### src/rtl/pc_sequencer.sv
`default_nettype none
// ============================================================================
//  Module   : pc_sequencer
//  Purpose  : Multicycle CPU control sequencer. Steps each instruction through
//             IF/ID/EXE/MEM/WB and, in the last cycle of each instruction,
//             presents the next-PC select (PCSrc) with a one-cycle PCWre
//             pulse. IRWre loads the instruction register in IF.
//  Options  : PCSEQ_ILLEGAL_TRAP_EN - when defined, an unknown opcode traps
//             into HALT with Illegal=1. When undefined, an unknown opcode
//             retires as a 2-cycle NOP and Illegal is tied low.
//  Revision : 1.0 - initial release
// ============================================================================
module pc_sequencer #(
  parameter int OP_W = 6
) (
  input  logic            CLK,
  input  logic            Reset,
  input  logic [OP_W-1:0] Opcode,
  input  logic            Zero,
  input  logic            Sign,
  output logic [1:0]      PCSrc,
  output logic            PCWre,
  output logic            IRWre,
  output logic [2:0]      State,
  output logic            Halted,
  output logic            Illegal
);

  // --------------------------------------------------------------------------
  // Opcode map
  // --------------------------------------------------------------------------
  localparam logic [OP_W-1:0] OP_ADD  = OP_W'(6'b000000);
  localparam logic [OP_W-1:0] OP_SUB  = OP_W'(6'b000001);
  localparam logic [OP_W-1:0] OP_ADDI = OP_W'(6'b000010);
  localparam logic [OP_W-1:0] OP_OR   = OP_W'(6'b000011);
  localparam logic [OP_W-1:0] OP_AND  = OP_W'(6'b000100);
  localparam logic [OP_W-1:0] OP_ORI  = OP_W'(6'b000101);
  localparam logic [OP_W-1:0] OP_SLL  = OP_W'(6'b000110);
  localparam logic [OP_W-1:0] OP_SLT  = OP_W'(6'b100110);
  localparam logic [OP_W-1:0] OP_SLTI = OP_W'(6'b100111);
  localparam logic [OP_W-1:0] OP_SW   = OP_W'(6'b110000);
  localparam logic [OP_W-1:0] OP_LW   = OP_W'(6'b110001);
  localparam logic [OP_W-1:0] OP_BEQ  = OP_W'(6'b110100);
  localparam logic [OP_W-1:0] OP_BNE  = OP_W'(6'b110101);
  localparam logic [OP_W-1:0] OP_BLTZ = OP_W'(6'b110110);
  localparam logic [OP_W-1:0] OP_J    = OP_W'(6'b111000);
  localparam logic [OP_W-1:0] OP_JR   = OP_W'(6'b111001);
  localparam logic [OP_W-1:0] OP_JAL  = OP_W'(6'b111010);
  localparam logic [OP_W-1:0] OP_HALT = OP_W'(6'b111111);

  // Next-PC select codes
  localparam logic [1:0] SRC_PC4  = 2'b00;
  localparam logic [1:0] SRC_BR   = 2'b01;
  localparam logic [1:0] SRC_RS   = 2'b10;
  localparam logic [1:0] SRC_JUMP = 2'b11;

  // --------------------------------------------------------------------------
  // State encoding (visible on the State debug port)
  // --------------------------------------------------------------------------
  typedef enum logic [2:0] {
    S_IF      = 3'b000,
    S_ID      = 3'b001,
    S_EXE_MEM = 3'b010,
    S_MEM     = 3'b011,
    S_WB_LW   = 3'b100,
    S_EXE_BR  = 3'b101,
    S_EXE_R   = 3'b110,
    S_WB_R    = 3'b111
  } state_t;

  // Instruction class derived from the opcode; drives the ID fan-out.
  typedef enum logic [2:0] {
    CL_ALU  = 3'd0,
    CL_BR   = 3'd1,
    CL_MEM  = 3'd2,
    CL_JMP  = 3'd3,
    CL_HALT = 3'd4,
    CL_BAD  = 3'd5
  } op_class_t;

  state_t    state_q, state_d;
  logic      halted_q, halted_d;
  op_class_t op_class;
  logic      br_taken;
  logic      pc_wre_raw;
  logic [1:0] pc_src_raw;
  logic      ir_wre_raw;
  logic      trap_now;

  // Classify the current opcode into the groups the sequencer cares about
  always_comb begin
    op_class = CL_BAD;
    case (Opcode)
      OP_ADD, OP_SUB, OP_ADDI, OP_OR, OP_AND,
      OP_ORI, OP_SLL, OP_SLT, OP_SLTI:  op_class = CL_ALU;
      OP_BEQ, OP_BNE, OP_BLTZ:          op_class = CL_BR;
      OP_SW, OP_LW:                     op_class = CL_MEM;
      OP_J, OP_JR, OP_JAL:              op_class = CL_JMP;
      OP_HALT:                          op_class = CL_HALT;
      default:                          op_class = CL_BAD;
    endcase
  end

  // Branch condition; the flags only matter when the FSM is in EXE_BR
  always_comb begin
    br_taken = 1'b0;
    case (Opcode)
      OP_BEQ:  br_taken = Zero;
      OP_BNE:  br_taken = ~Zero;
      OP_BLTZ: br_taken = Sign;
      default: br_taken = 1'b0;
    endcase
  end

  // State register and sticky halt flag; the halt flag is cleared only by reset
  always_ff @(posedge CLK) begin
    if (!Reset) begin
      state_q  <= S_IF;
      halted_q <= 1'b0;
    end else begin
      state_q  <= state_d;
      halted_q <= halted_d;
    end
  end

`ifdef PCSEQ_ILLEGAL_TRAP_EN
  logic illegal_q;

  // Remembers that HALT was entered through an unknown opcode
  always_ff @(posedge CLK) begin
    if (!Reset) begin
      illegal_q <= 1'b0;
    end else if (trap_now) begin
      illegal_q <= 1'b1;
    end
  end

  assign Illegal = illegal_q;
`else
  assign Illegal = 1'b0;
`endif

  // Next-state and raw output decode; everything defaults to idle first
  always_comb begin
    state_d    = state_q;
    halted_d   = halted_q;
    pc_wre_raw = 1'b0;
    pc_src_raw = SRC_PC4;
    ir_wre_raw = 1'b0;
    trap_now   = 1'b0;

    if (!halted_q) begin
      case (state_q)
        S_IF: begin
          ir_wre_raw = 1'b1;
          state_d    = S_ID;
        end

        S_ID: begin
          case (op_class)
            CL_ALU:  state_d = S_EXE_R;
            CL_BR:   state_d = S_EXE_BR;
            CL_MEM:  state_d = S_EXE_MEM;
            CL_JMP: begin
              // Jumps retire straight out of decode
              pc_wre_raw = 1'b1;
              pc_src_raw = (Opcode == OP_JR) ? SRC_RS : SRC_JUMP;
              state_d    = S_IF;
            end
            CL_HALT: begin
              // HALT shows as ID on the State port, frozen by the sticky flag
              halted_d = 1'b1;
              state_d  = S_ID;
            end
            default: begin
`ifdef PCSEQ_ILLEGAL_TRAP_EN
              halted_d = 1'b1;
              trap_now = 1'b1;
              state_d  = S_ID;
`else
              // Unknown opcode retires as a NOP: advance to PC+4
              pc_wre_raw = 1'b1;
              pc_src_raw = SRC_PC4;
              state_d    = S_IF;
`endif
            end
          endcase
        end

        S_EXE_R: state_d = S_WB_R;

        S_WB_R: begin
          pc_wre_raw = 1'b1;
          state_d    = S_IF;
        end

        S_EXE_BR: begin
          pc_wre_raw = 1'b1;
          pc_src_raw = br_taken ? SRC_BR : SRC_PC4;
          state_d    = S_IF;
        end

        S_EXE_MEM: state_d = S_MEM;

        S_MEM: begin
          // A store is finished once memory is written; a load needs write-back
          if (Opcode == OP_SW) begin
            pc_wre_raw = 1'b1;
            state_d    = S_IF;
          end else begin
            state_d = S_WB_LW;
          end
        end

        S_WB_LW: begin
          pc_wre_raw = 1'b1;
          state_d    = S_IF;
        end

        default: state_d = S_IF;
      endcase
    end
  end

  // Reset low suppresses every strobe in the cycle it is applied, so an
  // aborted instruction never updates the PC or IR.
  assign PCWre  = pc_wre_raw & Reset;
  assign PCSrc  = (pc_wre_raw & Reset) ? pc_src_raw : SRC_PC4;
  assign IRWre  = ir_wre_raw & Reset;
  assign State  = state_q;
  assign Halted = halted_q;

endmodule
`default_nettype wire

### config.mk
export PLATFORM = sky130hd
export DESIGN_NAME = pc_sequencer
export DESIGN_NICKNAME = d
export VERILOG_FILES = /design/src/rtl/pc_sequencer.sv
export SDC_FILE = /design/constraint.sdc
export NUM_CORES = 1
export LEC_CHECK = 0
export CORE_MARGIN = 5
export CORE_UTILIZATION = 39
export CTS_CLUSTER_SIZE = 40
export DETAILED_ROUTE_END_ITERATION = 10
export PLACE_DENSITY = 0.73
export SLEW_MARGIN = 20
export SYNTH_ARGS = -nofsm -noshare
export SYNTH_HDL_FRONTEND = slang
export SYNTH_SLANG_ARGS = --single-unit
### constraint.sdc
create_clock -name CLK -period 1.9 [get_ports CLK]
set_input_delay 0.57 -clock CLK [delete_from_list [all_inputs] [get_ports CLK]]
set_output_delay 0.57 -clock CLK [all_outputs]
set_load 0.05 [all_outputs]
* Yosys cells after proc, flatten, opt, wreduce, memory -nomap -nowiden *
Memory sizes are Yosys's and may differ from the RTL's.
Index checks and enable logic that the tools add are counted.
W data, S select, Z words.

word-level totals
  word-level logic and storage cells = 45
  output and inout port bits = 9
  memory bits (read-only) = 192
  memories kept = 1
  register bits = 4
  input bits = 10

memories
  memory            depth  bits a word  rd ports  clocked after Yosys merged registers in  write ports  line  source
  (name not given)  64     3            1         0                                        0            93    case (Opcode)

cells by class
  mux-type cells = 19
  bitwise gates (word level) = 3
  eq/ne operators = 16
  reductions and logical operators = 4

operator list
  operator              number
  $eq A6 B6 Y1 const B  5
  $pmux W3 S6           1
  $eq A3 B3 Y1 const B  5
  $eq A3 B2 Y1 const B  4
  $pmux W3 S4           1
  $mux W1               10
  $eq A3 B1 Y1 const B  2
  $logic_not A3 Y1      2
  $mux W2               3
  $pmux W1 S3           2
  $pmux W2 S2           1
  $reduce_or A4 Y1      1
  $mux W3               1
  $reduce_or A3 Y1      1
  $and A1 B1 Y1         2
  $not A1 Y1            1

* Logic depth before layout (Yosys ltp) *
An unclocked memory read counts as a cell.

  depth in word-level cells = 8
  mapped depth = 5
  mapped depth without buffers = 4

* Least setup slack after synthesis *
Ideal clock, no wire load.

  path kind = reg2out
  start = reg state_q[1] (netlist: State[1])
  end = out IRWre
  path buffers = 1
  arrival = 2,321 ps
  data required time = 1,330 ps
  cell stages (with the launch flop) = 4
  setup slack = -991 ps
  path through = dfxtp_1 -> clkbuf_1 -> nand2b_1 -> nor4_1

on the way
  cells in the longest elaborated chain, start to end = 4

RTL lines
  element                 line  source
  from (decl)             81    state_t state_q, state_d;
  from (signal assigned)  121   state_q <= state_d;
  $logic_not A3 Y1        153   case (state_q)
  $mux W1                 153
  $mux W1                 152   if (!halted_q) begin
  $and A1 B1 Y1           229   assign IRWre = ir_wre_raw & Reset;
  to (decl)               23    output logic IRWre,

No other way between the ends.

* Worst setup path in the final report *
  start = in Opcode[3]
  end = out PCWre

on the way
  cells in the longest elaborated chain, start to end = 7

RTL lines
  element                                     line  source
  from (decl)                                 18    input logic [OP_W-1:0] Opcode,
  $mem_v2 Z64 W3                              n/a
  $eq A3 B3 Y1, or another cell as far along  160   case (op_class)
  $reduce_or A4 Y1 (no line)                  n/a
  $mux W1                                     160
  $pmux W1 S3 (*)                             153
  $mux W1 (*)                                 152
  $and A1 B1 Y1 (*)                           227   assign PCWre = pc_wre_raw & Reset;
  to (decl)                                   22    output logic PCWre,

Every way passes the cells marked *; elsewhere a longest branch is shown, timed or not.

==> key figures <==
Outcome
  • Failing checks: negative setup slack
  • Status: complete, but fails checks

Logic synthesis
  • Syn_area_per_cell: 7.17 um2
  • Synth Flop Type: dfxtp_1
  • Synth async-reset ratio: 0%
  • Synth Instances: 79
  • Flops & latches, synth: 4
  • Synth area leader: dfxtp_1
  • Register area share after synthesis: 14.1%
  • YS warnings: 0
  • Count of different cell masters after synthesis: 43
  • Number of flops mapped to enable cells by yosys: 0
  • Cell with the most instances after synthesis: nand2_1
  • Post-Syn Nets: 89
  • Synth top area share: 14.1%
  • Synth top area cells: dfxtp_1, nand2_1, and3_2
  • Top post-synthesis cells by count: nand2_1, nor2_1, clkbuf_1, dfxtp_1
  • Synthesized area: 567 um2

Place
  • Pre-CTS WS: -843 ps
  • HPWL Detailed: 1460 um
  • Routability cong.: 0.790
  • IO buf count: 17
  • Placed Area: 983 um2

Floorplanning
  • Row cnt: 13
  • Die area: 2320 um2
  • Initial cell density of the core: 42.5%
  • Die height: 48.1 um
  • Core Box Area: 1330 um2
  • Die X-Extent: 48.1 um
  • Ports: 19

Route
  • WL/cell: 15.6 um
  • DR DRC count: 0
  • TritonRoute pass-1 iters: 4
  • Routed vias: 781
  • Via-to-Cell Ratio: 6.01
  • Post-DRT Antenna Nets: 0
  • DRT iter0 DRCs: 19
  • Total wire length: 2030 um

Power and ir drop
  • Leak pwr: 0.437 nW
  • Total power: 0.000505 W
  • Worst IR Drop VDD: 387 uV
  • PD cells: 461 nW/um2

Worst setup path
  • Kind of critical path: in2out
  • Max FO, Critical Path: 6
  • CP endpoint kind: primary output
  • FF-to-FF setup slack: 440 ps
  • WP data arrival: 1650 ps
  • CP Cell Sequence: buf_8, buf_6, or3_4, o211ai_1, o2bb2ai_4, buf_12
  • Critical Path Max Stage Delay: 330 ps
  • CP startpoint kind: input pin
  • WP data required: 1330 ps
  • Worst path slowest cell: or3_4

Worst hold path
  • Worst min path class: reg2reg

Timing
  • Final setup viols: 3
  • Max Transition Viols Final: 0
  • Endpoints failing hold: 0
  • F_max: 451 MHz
  • Final setup margin: -317 ps
  • Final Cycle Share: 117%
  • RSZ-0062 raised after global routing: yes
  • Setup TNS Final: -750 ps
  • Worst Clk Skew: 6.64 ps
  • Fin crit period: 2220 ps

Global route
  • First-pass GRT wire length: 3110 um
  • Antenna violations before repair: 0
  • Pin count of the biggest net entering global routing: 11
  • Vias in the first global route: 702
  • All-Layer GR Usage: 18.8%
  • Grt total ovfl: 0

CTS
  • Clock slew at reported path FFs: 40 ps
  • Max clock buf depth: 2
  • Clock sinks: 4
  • H-tree depth: 1
  • Post-CTS Hold Buffers: 0
  • CTS root buf: clkbuf_4
  • Clock Latency Late Sink: 240 ps
  • CTS tree: done
  • CTS Buf Count: 3

Finish
  • Layout cells sized above 1: 57.4%
  • Post-layout util: 82.2%
  • # diodes: 0
  • Fin area: 1100 um2
  • Fin nets: 126
  • P&R area growth vs syn: 93.4%

Run
  • Max_cap viols: 0
layout make-up:
cell class	count	area (um2)
multi-input combinational	62	534
timing repair buffer	43	418
fill	94	238
sequential	4	91.3
clock buffer	4	26.3
tap	15	18.8
inverter	2	7.51
logic make-up (layout without fill, tap and decap cells):
logic type,count (synthesis),count (layout),synth area share [%]
AND/OR/NAND/NOR,34,34,35.5
AO/OA/AOI/OAI,26,26,34.7
buffers and inverters,13,49,13.2
flip-flops,4,4,14.1
other,1,1,0.662
multiplexers,1,1,1.77
critical path, delay by kind of cell:
| kind | cells | cell delay [ps] |
|---|---|---|
| buf+inv | 3 | 370 |
| simple gates | 1 | 330 |
| compound gates | 2 | 390 |
sequential cells by signal (all words and copies together), names as in the netlist:
name,count
State,3
Halted,1
cells in the final DEF (no fill, tap or decap), types with 3 or more instances in the layout:
master / instances
a21oi_1: 3
dfxtp_4: 3
nor2_1: 5
clkbuf_4: 3
nand2_1: 7
buf_6: 4
buf_4: 28
buf_12: 6
stage by stage:
| stage | cells | hold WS [ps] |
|---|---|---|
| finish | 130 | 647 |
| global route | 130 | 670 |
| detailed placement | 123 | 653 |
| CTS | 129 | 644 |
| floorplan | 79 | 683 |
| global placement | 123 | 643 |
path summary, 6_finish.rpt:
kind,startpoint,end,depth (start not counted)
max reg2reg,State[1]$_SDFFE_PN0N_,Halted$_SDFF_PN0_,6
min reg2reg,State[1]$_SDFFE_PN0N_,State[1]$_SDFFE_PN0N_,3
min,State[1]$_SDFFE_PN0N_,State[1]$_SDFFE_PN0N_,3
max,Opcode[3],PCWre,6
report_power, final:
part | leakage, nW | internal, W | switching, W
combinational | 0.387 | 0.000135 | 0.000155
sequential | 0.0347 | 0.0000904 | 0.00000427
clock | 0.0150 | 0.0000792 | 0.0000414
timing repair:
action | 4_1_cts | 5_1_grt
cloned | 0 | 0
endpoints found under the setup margin | 8 | 4
buffers inserted | 2 | 1
resized for setup | 55 | 5
pin swaps | 7 | 9
layer usage:
layer | share of wire [%] | global-route usage (%)
met2 | 49 | 31.7
met5 | 0 | 0
met4 | 1.3 | 1.61
met1 | 43 | 24.9
met3 | 6.5 | 5.17
Power figures use the tool's default switching activity.
